$ cat config.mk
export PLATFORM = sky130hd
export DESIGN_NAME = regfile_multiport
export DESIGN_NICKNAME = d
export VERILOG_FILES = /design/src/rtl/regfile_pkg.sv /design/src/rtl/regfile_init_ctrl.sv /design/src/rtl/regfile_multiport.sv
export SDC_FILE = /design/constraint.sdc
export NUM_CORES = 1
export LEC_CHECK = 0
export BUFFER_PORTS_ARGS = -buffer_cell sky130_fd_sc_hd__buf_2
export CAP_MARGIN = 20
export CORE_MARGIN = 4
export CORE_UTILIZATION = 50
export DETAILED_ROUTE_END_ITERATION = 8
export PLACE_DENSITY = 0.66
export SLEW_MARGIN = 20
export SYNTH_ARGS = -nofsm -noshare
export SYNTH_HDL_FRONTEND = slang
export SYNTH_HIERARCHICAL = 1
export SYNTH_SLANG_ARGS = --single-unit
export TNS_END_PERCENT = 10
$ cat constraint.sdc
create_clock -name clk -period 4.5 [get_ports clk]
set_input_delay 0.675 -clock clk [delete_from_list [all_inputs] [get_ports clk]]
set_output_delay 0.675 -clock clk [all_outputs]
set_load 0.05 [all_outputs]
$ cat src/rtl/regfile_pkg.sv
// Shared types and default widths for the multi-port register file.
package regfile_pkg;

    typedef enum logic {RF_INIT, RF_RUN} rf_state_t;

    localparam int RF_DATA_WIDTH = 32;
    localparam int RF_ADDR_WIDTH = 5;

endpackage

$ cat src/rtl/regfile_init_ctrl.sv
// Post-reset sweep controller: walks every entry once writing zero, then
// hands the array over to the functional ports and raises ready.
module regfile_init_ctrl
    import regfile_pkg::*;
#(
    parameter int ADDR_WIDTH = RF_ADDR_WIDTH
) (
    input  logic                  clk,
    input  logic                  rst,
    output logic                  ready,
    output logic                  init_we,
    output logic [ADDR_WIDTH-1:0] init_addr
);

    rf_state_t             state;
    rf_state_t             state_nxt;
    logic [ADDR_WIDTH-1:0] init_ptr;

    always_ff @(posedge clk or posedge rst) begin
        if (rst) begin
            state    <= RF_INIT;
            init_ptr <= '0;
        end else begin
            state <= state_nxt;
            if (state == RF_INIT) begin
                init_ptr <= init_ptr + 1'b1;
            end
        end
    end

    // Leave INIT on the edge that clears the last entry, so ready follows one cycle later.
    always_comb begin
        state_nxt = state;
        init_we   = 1'b0;
        ready     = 1'b0;
        case (state)
            RF_INIT: begin
                init_we = 1'b1;
                if (init_ptr == '1) begin
                    state_nxt = RF_RUN;
                end
            end
            RF_RUN: begin
                ready = 1'b1;
            end
            default: begin
                state_nxt = RF_INIT;
            end
        endcase
    end

    assign init_addr = init_ptr;

endmodule

$ cat src/rtl/regfile_multiport.sv
// Register file with NUM_READ registered read ports and one write port,
// optional hardwired-zero entry 0 and optional write-to-read forwarding.
module regfile_multiport
    import regfile_pkg::*;
#(
    parameter int DATA_WIDTH = RF_DATA_WIDTH,
    parameter int ADDR_WIDTH = RF_ADDR_WIDTH,
    parameter int NUM_READ   = 2,
    parameter int ZERO_REG   = 1,
    parameter int BYPASS     = 1
) (
    input  logic                           clk,
    input  logic                           rst,
    output logic                           ready,
    input  logic [NUM_READ-1:0]            rd_en,
    input  logic [NUM_READ*ADDR_WIDTH-1:0] rd_addr,
    output logic [NUM_READ*DATA_WIDTH-1:0] rd_data,
    input  logic                           wr_en,
    input  logic [ADDR_WIDTH-1:0]          wr_addr,
    input  logic [DATA_WIDTH-1:0]          wr_data
);

    localparam int DEPTH = 1 << ADDR_WIDTH;

    logic [DATA_WIDTH-1:0] mem [DEPTH];

    logic                  init_we;
    logic [ADDR_WIDTH-1:0] init_addr;
    logic                  usr_we;
    logic                  arr_we;
    logic [ADDR_WIDTH-1:0] arr_addr;
    logic [DATA_WIDTH-1:0] arr_data;

    regfile_init_ctrl #(
        .ADDR_WIDTH (ADDR_WIDTH)
    ) u_init_ctrl (
        .clk       (clk),
        .rst       (rst),
        .ready     (ready),
        .init_we   (init_we),
        .init_addr (init_addr)
    );

    // A functional write only counts once live; writes to a hardwired zero are dropped here
    // so the bypass compare below never sees them either.
    assign usr_we = ready && wr_en && !((ZERO_REG != 0) && (wr_addr == '0));

    always_comb begin
        arr_we   = init_we | usr_we;
        arr_addr = wr_addr;
        arr_data = wr_data;
        if (init_we) begin
            arr_addr = init_addr;
            arr_data = '0;
        end
    end

    always_ff @(posedge clk) begin
        if (arr_we) begin
            mem[arr_addr] <= arr_data;
        end
    end

    for (genvar p = 0; p < NUM_READ; p++) begin : g_rd
        logic [ADDR_WIDTH-1:0] addr_p0;
        logic [DATA_WIDTH-1:0] sel_p0;
        logic [DATA_WIDTH-1:0] data_p1;

        assign addr_p0 = rd_addr[p*ADDR_WIDTH +: ADDR_WIDTH];

        // p0: select array value, forwarded write data or hardwired zero
        always_comb begin
            sel_p0 = mem[addr_p0];
            if ((ZERO_REG != 0) && (addr_p0 == '0)) begin
                sel_p0 = '0;
            end else if ((BYPASS != 0) && usr_we && (wr_addr == addr_p0)) begin
                sel_p0 = wr_data;
            end
        end

        // p1: registered read port output
        always_ff @(posedge clk or posedge rst) begin
            if (rst) begin
                data_p1 <= '0;
            end else if (!ready) begin
                data_p1 <= '0;
            end else if (rd_en[p]) begin
                data_p1 <= sel_p0;
            end
        end

        assign rd_data[p*DATA_WIDTH +: DATA_WIDTH] = data_p1;
    end

endmodule
# ---- Yosys cells after proc, flatten, opt, wreduce, memory -nomap -nowiden
# Memories as Yosys holds them, arrays and structs flattened.
# Cells that the tools add are included.
dict set report classes {
  eq_ne 5
  div_mod_pow 0
  reduce_logical 8
  mul 0
  mux 16
  n_lt_le_gt_ge 0
  bitwise 1
  add_sub_neg 1
  shifts 0
}
# op count
set ops {}
lappend ops {{$mux 32} 9}
lappend ops {{$logic_not 5->1} 3}
lappend ops {{$eq 5x5->1} 2}
lappend ops {{$mux 1} 6}
lappend ops {{$add 5x1->5 const B} 1}
lappend ops {{$eq 5x5->1 const B} 1}
lappend ops {{$mux 5} 1}
lappend ops {{$logic_and 1x1->1} 4}
lappend ops {{$ne 2x1->1 const B} 2}
lappend ops {{$logic_not 1->1} 1}
lappend ops {{$or 1x1->1} 1}
dict set report word_totals {
  latchBits 0
  output_inout_bits 65
  mem_bits_ro 0
  ramBits 1024
  input_bits 52
  memories 1
  regBits 70
  word_cells 36
}
# memory depth width read_ports rd_clocked_by_memory_dff write_ports line
set memory_table {}
lappend memory_table {mem 32 32 2 0 1 regfile_multiport.sv:25} ;# logic [DATA_WIDTH-1:0] mem [DEPTH];

# ---- Logic depth before layout (Yosys ltp)
dict set report depth {
  depth_word 8
  depth_mapped 10
  ltp_nobuf 5
}

# ---- By module
# Netlist, hierarchy kept.
# mod cells_per_inst seq_area_each_um2 area_each_um2 n_inst
set modules_own_cells {}
lappend modules_own_cells {regfile_multiport 2513 32351.0 49239.7 1}
lappend modules_own_cells {regfile_init_ctrl 20 150.1 307.8 1}

# ---- Worst setup path before layout
# No wires, ideal clock.
dict set report synth_timing {
  kind {register to register}
  startpoint {register u_init_ctrl.state}
  endpoint {memory mem[12][0] (netlist name), enable pin}
  setup_time_ns 0.421
  n_path_buf 3
  period_less_slack_ns 3.660
  stages_incl_launch_ff 9
  arrival_time_ns 3.239
  t_required_ns 4.079
  slack_ns 0.840
  cell_sequence {dfrtp_1 -> buf_6 -> inv_1 -> clkbuf_1 -> clkbuf_1 -> nand2_1 -> o32ai_1 -> nand2_1 -> nor2_1}
}
dict set report synth_via {
  word_cells_on_any_way 8
  classes_between {5 x mux; 1 x bitwise; 2 x reduce/logical}
}
# element line
set synth_lines {}
lappend synth_lines {{start, declared} regfile_init_ctrl.sv:15} ;# rf_state_t state;
lappend synth_lines {{start signal, assigned} regfile_init_ctrl.sv:24} ;# state <= state_nxt;
lappend synth_lines {{$mux 1} regfile_init_ctrl.sv:36} ;# case (state)
lappend synth_lines {{net init_we} regfile_multiport.sv:27} ;# logic init_we;
lappend synth_lines {{$or 1x1->1} regfile_multiport.sv:49} ;# arr_we = init_we | usr_we;
lappend synth_lines {{$mux 1} regfile_multiport.sv:59} ;# if (arr_we) begin
lappend synth_lines {{$mux 1 (implied by the code)} regfile_multiport.sv:60} ;# mem[arr_addr] <= arr_data;
lappend synth_lines {{end, declared} regfile_multiport.sv:25}
# The timed path passes the listed nets, and every way through them passes these cells.

# ---- Worst setup path in the final report
dict set report layout_timing {
  startpoint {register u_init_ctrl.state}
  endpoint {memory mem[14][8] (netlist name), enable pin}
}
# Same word-level chain as after synthesis.

==> metrics.md <==
| Metric | Value |
|---|---|
| # Post-CTS Setup Buffers | 0 |
| Die area | approximately 100000 um2 |
| Inserted Clock Buffers | between 100 and 150 |
| Minimum clock period after layout | between 3 and 4 ns |
| Design internal power | roughly 18000 uW |
| Slowest-stage cell, CP | nor2_4 |
| Core region area | 98420 um2 |
| HPWL Detailed | between 90000 and 100000 um |
| Setup Crit Path Kind | reg2reg |
| Remaining design rule violation count | 0 |
| Met1 track demand over resource in global routing | between 40% and 50% |
| Fraction of met3 tracks used by global routing | about 6.0% |
| Clock root buffer master | clkbuf_16 |
| Yosys warns | 6 |
| Initial standard-cell utilization of the core | between 50% and 60% |
| Portion of total power attributed to sequential cells | 49.3% |
| Final standard cell area without fillers | 56520 um2 |
| Fin. max-slew vios | 0 |
| Number of primary I/O pins | around 120 |
| FF+latch count, synth | around 1100 |
| TritonCTS clock tree | yes |
| DR vias | between 20000 and 30000 |
| Mean routed wirelength per cell | between 30 and 40 um |
| Number of gates resized after CTS | 0 |
| Required time worst endpoint | 4.83 ns |
| Final wirelength | between 150000 and 200000 um |
| Combinational group share of total power | under 10% |
| Via-to-Cell Ratio | approximately 7.3 |
| Wire length of the first global-routing pass | ~220000 um |
| Final RePlAce weighted congestion | between 0.8 and 0.9 |
| Net Sw Power | ~5400 uW |
| Busiest layer in global routing | met2 |
| Met2 GRT Util | about half |
| Number of buffers inserted by port buffering | 116 |
| Outcome | finished clean |
| Clock-pin transition on the worst setup and hold timing paths | roughly 0.060 ns |
| Skew final | between 0.015 and 0.02 ns |
| Leakage Power | between 0.015 and 0.02 uW |
| Max capacitance violation total | 0 |
| Slew Limit Headroom | ~22% |
| Clock power share | between 40 and 50% |
| Die Ht | about 320 um |
| Critical Path Start Type | flop |
| Initial detailed-routing violation count | 4026 |
| Final setup fails | 0 |
| Hold buffers post-CTS | 1 |
| Power per cell area | approximately 410 nW/um2 |
| Peak clock frequency supported by timing | about 270 MHz |
| GR Util All Layers | 30.49% |
| Distinct cells, synth | between 50 and 60 |
| # fillers | about 7200 |
| Setup crit end kind | flop |
| Actual slew at the worst max-slew pin | ~1.2 ns |
| Crit path max fanout | 23 |
| Area Growth Syn to Fin | 14.07% |
| Syn_nets | between 2000 and 3000 |
| TNS Setup | 0 ns |
| Portion of the post-synthesis area used by sequential elements | roughly two thirds |
| Cell area after synthesis | between 40000 and 50000 um2 |
| Layout cells sized above 1 | 34.98% |
| Final Cycle Share | 81.11% |
| Unrepaired setup endpoints after global routing | false |
| Async S/R FF share, synth | approximately 6.4% |
| Net count, final | 2749 |
| Number of global-route vias before repair | ~31000 |
| Clock sink count | 1094 |
| Switching Fraction | a little under a quarter |
| Antenna violation net count after detailed routing | 0 |
| Initial antenna violation count | 7 |
| Peak ir drop on the vdd network | about 340 uV |
| CTS H-tree depth | 3 |
| Count of flip-flops with a built-in enable after synthesis | roughly 1000 |
| Clock tree buffer depth | 3 |
| Prevailing post-synth register cell | edfxtp_1 |
| Initial DRT Pass Iterations | 6 |
| Mean cell area of the mapped netlist | between 15 and 20 um2 |
| Worst-path cell chain | inv_2 -> o32ai_1 -> nand2_1 -> nor2_4 -> buf_4 |
| Clock network latency to the later pin of the worst-skew pair | about 0.7 ns |
| Row cnt | about 120 |
| Maximum number of pins on one net before global-route repair | slightly below 80 |
| Data arrival time of the critical path | between 3 and 4 ns |
| Placement-stage cell area | about 53000 um2 |
| Overflow left after global routing | 0 |
| Worst Hold Class | in2reg |
| Count of mapped cells out of synthesis | ~2500 |
| Crit-path max cell delay | a little over 0.8 ns |
| Die Wd | 322.8 um |
| Overall power after layout | 23010 uW |
| Number of hold violations in the final report | 0 |
## power groups by stage
stage	Combinational (uW)	Sequential (uW)	Clock, uW
3_3_place_gp	2130	11500	0
5_1_grt	2260	11300	10000
3_5_place_dp	2160	11500	0
6_report	2180	11300	9500
4_1_cts	2160	11300	9580
2_1_floorplan	1110	11800	0
## final cells by class
class                           count  area [um2]  area share (%)
Sequential cell                  1094       32500           57.51
Multi-Input combinational cell   1216       16380           28.98
Clock buffer                      145        2994           5.298
Timing Repair Buffer              269        2275           4.025
Tap cell                         1287        1610           2.849
Clock inverter                     60       730.7           1.293
Inverter                            6       23.77         0.04206
Antenna cell                        2       5.005        0.008855
## stage by stage
| step | utilization (%) | std cells | hold WS, ns | setup WS, ns |
|---|---|---|---|---|
| 2_1_floorplan | - | 2533 | 0.4660 | 0.8402 |
| 3_3_place_gp | 53.62 | 3871 | 0.5289 | 0.9278 |
| 3_5_place_dp | 53.62 | 3871 | 0.5206 | 0.9448 |
| 4_1_cts | 57.41 | 4077 | 0.2222 | 0.9591 |
| 5_1_grt | 57.42 | 4077 | 0.2574 | 0.7311 |
| 6_report | 57.43 | 4079 | 0.2671 | 0.8502 |
## final timing paths
check / from / slack [ns] / cells past startpoint / to
setup / recovery: u_init_ctrl/state / 0.85 / 5 / mem[14][8]
hold / removal: wr_data[19] / 0.27 / 2 / g_rd[0].data_p1[19]
setup reg to reg: u_init_ctrl/state / 0.85 / 5 / mem[14][8]
hold reg to reg: g_rd[0].data_p1[19] / 0.54 / 1 / g_rd[0].data_p1[19]
max in group asynchronous: rst / 2.62 / 4 / g_rd[1].data_p1[3]
min in group asynchronous: rst / 0.46 / 3 / u_init_ctrl/init_addr[1]
## layer usage
| layer | share of wire, % | wire (um) | up-vias |
|---|---|---|---|
| met5 | 0.048 | 76 | - |
| met4 | 5.5 | 8648 | 12 |
| met3 | 10 | 15990 | 469 |
| met2 | 48 | 76280 | 2059 |
| met1 | 36 | 56690 | 15710 |
| li1 | - | - | 11420 |
## flip-flops by register name, summed over array words and instances (netlist names)
name	count
g_rd.data_p1	64
mem	1024
u_init_ctrl/init_addr	5
u_init_ctrl/state	1
## cell usage after synthesis, types with 6 or more instances
cell type  count  area [um2]
edfxtp_1    1024       30750
mux4_2       459       10340
o22ai_1      146       913.4
clkbuf_1     114       427.9
mux2i_1       97       970.9
dfrtp_1       70        1752
a221o_1       64       640.6
buf_2         61       305.3
nor2_1        50       187.7
a22o_1        48       420.4
a211oi_1      40       300.3
nor2b_1       39       244.0
and2_1        34       212.7
nand2_1       33       123.9
nor4_1        32       200.2
a22oi_1       31       232.7
o221ai_1      23       201.4
buf_1         20       75.07
mux2_2        16       180.2
buf_4         14       105.1
a221oi_1      10       87.58
nor4b_1       10       87.58
a21oi_1        9       45.04
buf_6          8       90.09
xnor2_1        8       70.07
inv_1          6       22.52
## cell families after synthesis
logic type	synth area share, %
flops	65.60
mux	23.25
compound gates	6.197
simple gates	2.593
buf+inv	2.071
xor+xnor	0.2450
fa+ha+maj	0.05050
## placed cells by master (no fill, tap or decap), types with 11 or more instances in the layout
master / count
nor2_1: 15
buf_12: 40
bufinv_16: 16
clkinv_2: 22
a211oi_1: 40
o221ai_1: 23
buf_2: 111
and2_1: 33
nor4_1: 32
clkbuf_1: 24
nor2_4: 35
mux2i_1: 97
clkbuf_16: 110
a22o_1: 48
mux2_2: 16
nand2_1: 31
edfxtp_1: 1024
clkbuf_8: 11
o22ai_1: 146
mux4_2: 459
buf_4: 113
clkinv_1: 14
a22oi_1: 31
dfrtp_1: 70
nor2b_1: 31
a221o_1: 64
## critical path: cells and delay by family (launching register included)
family	cells	cell delay [ns]
buffers and inverters	2	0.92
AOI/OAI and AO/OA	1	0.43
and+or+nand+nor	2	1.13
DFF	1	0.75
No activity file was read; power rests on OpenSTA's default activity.
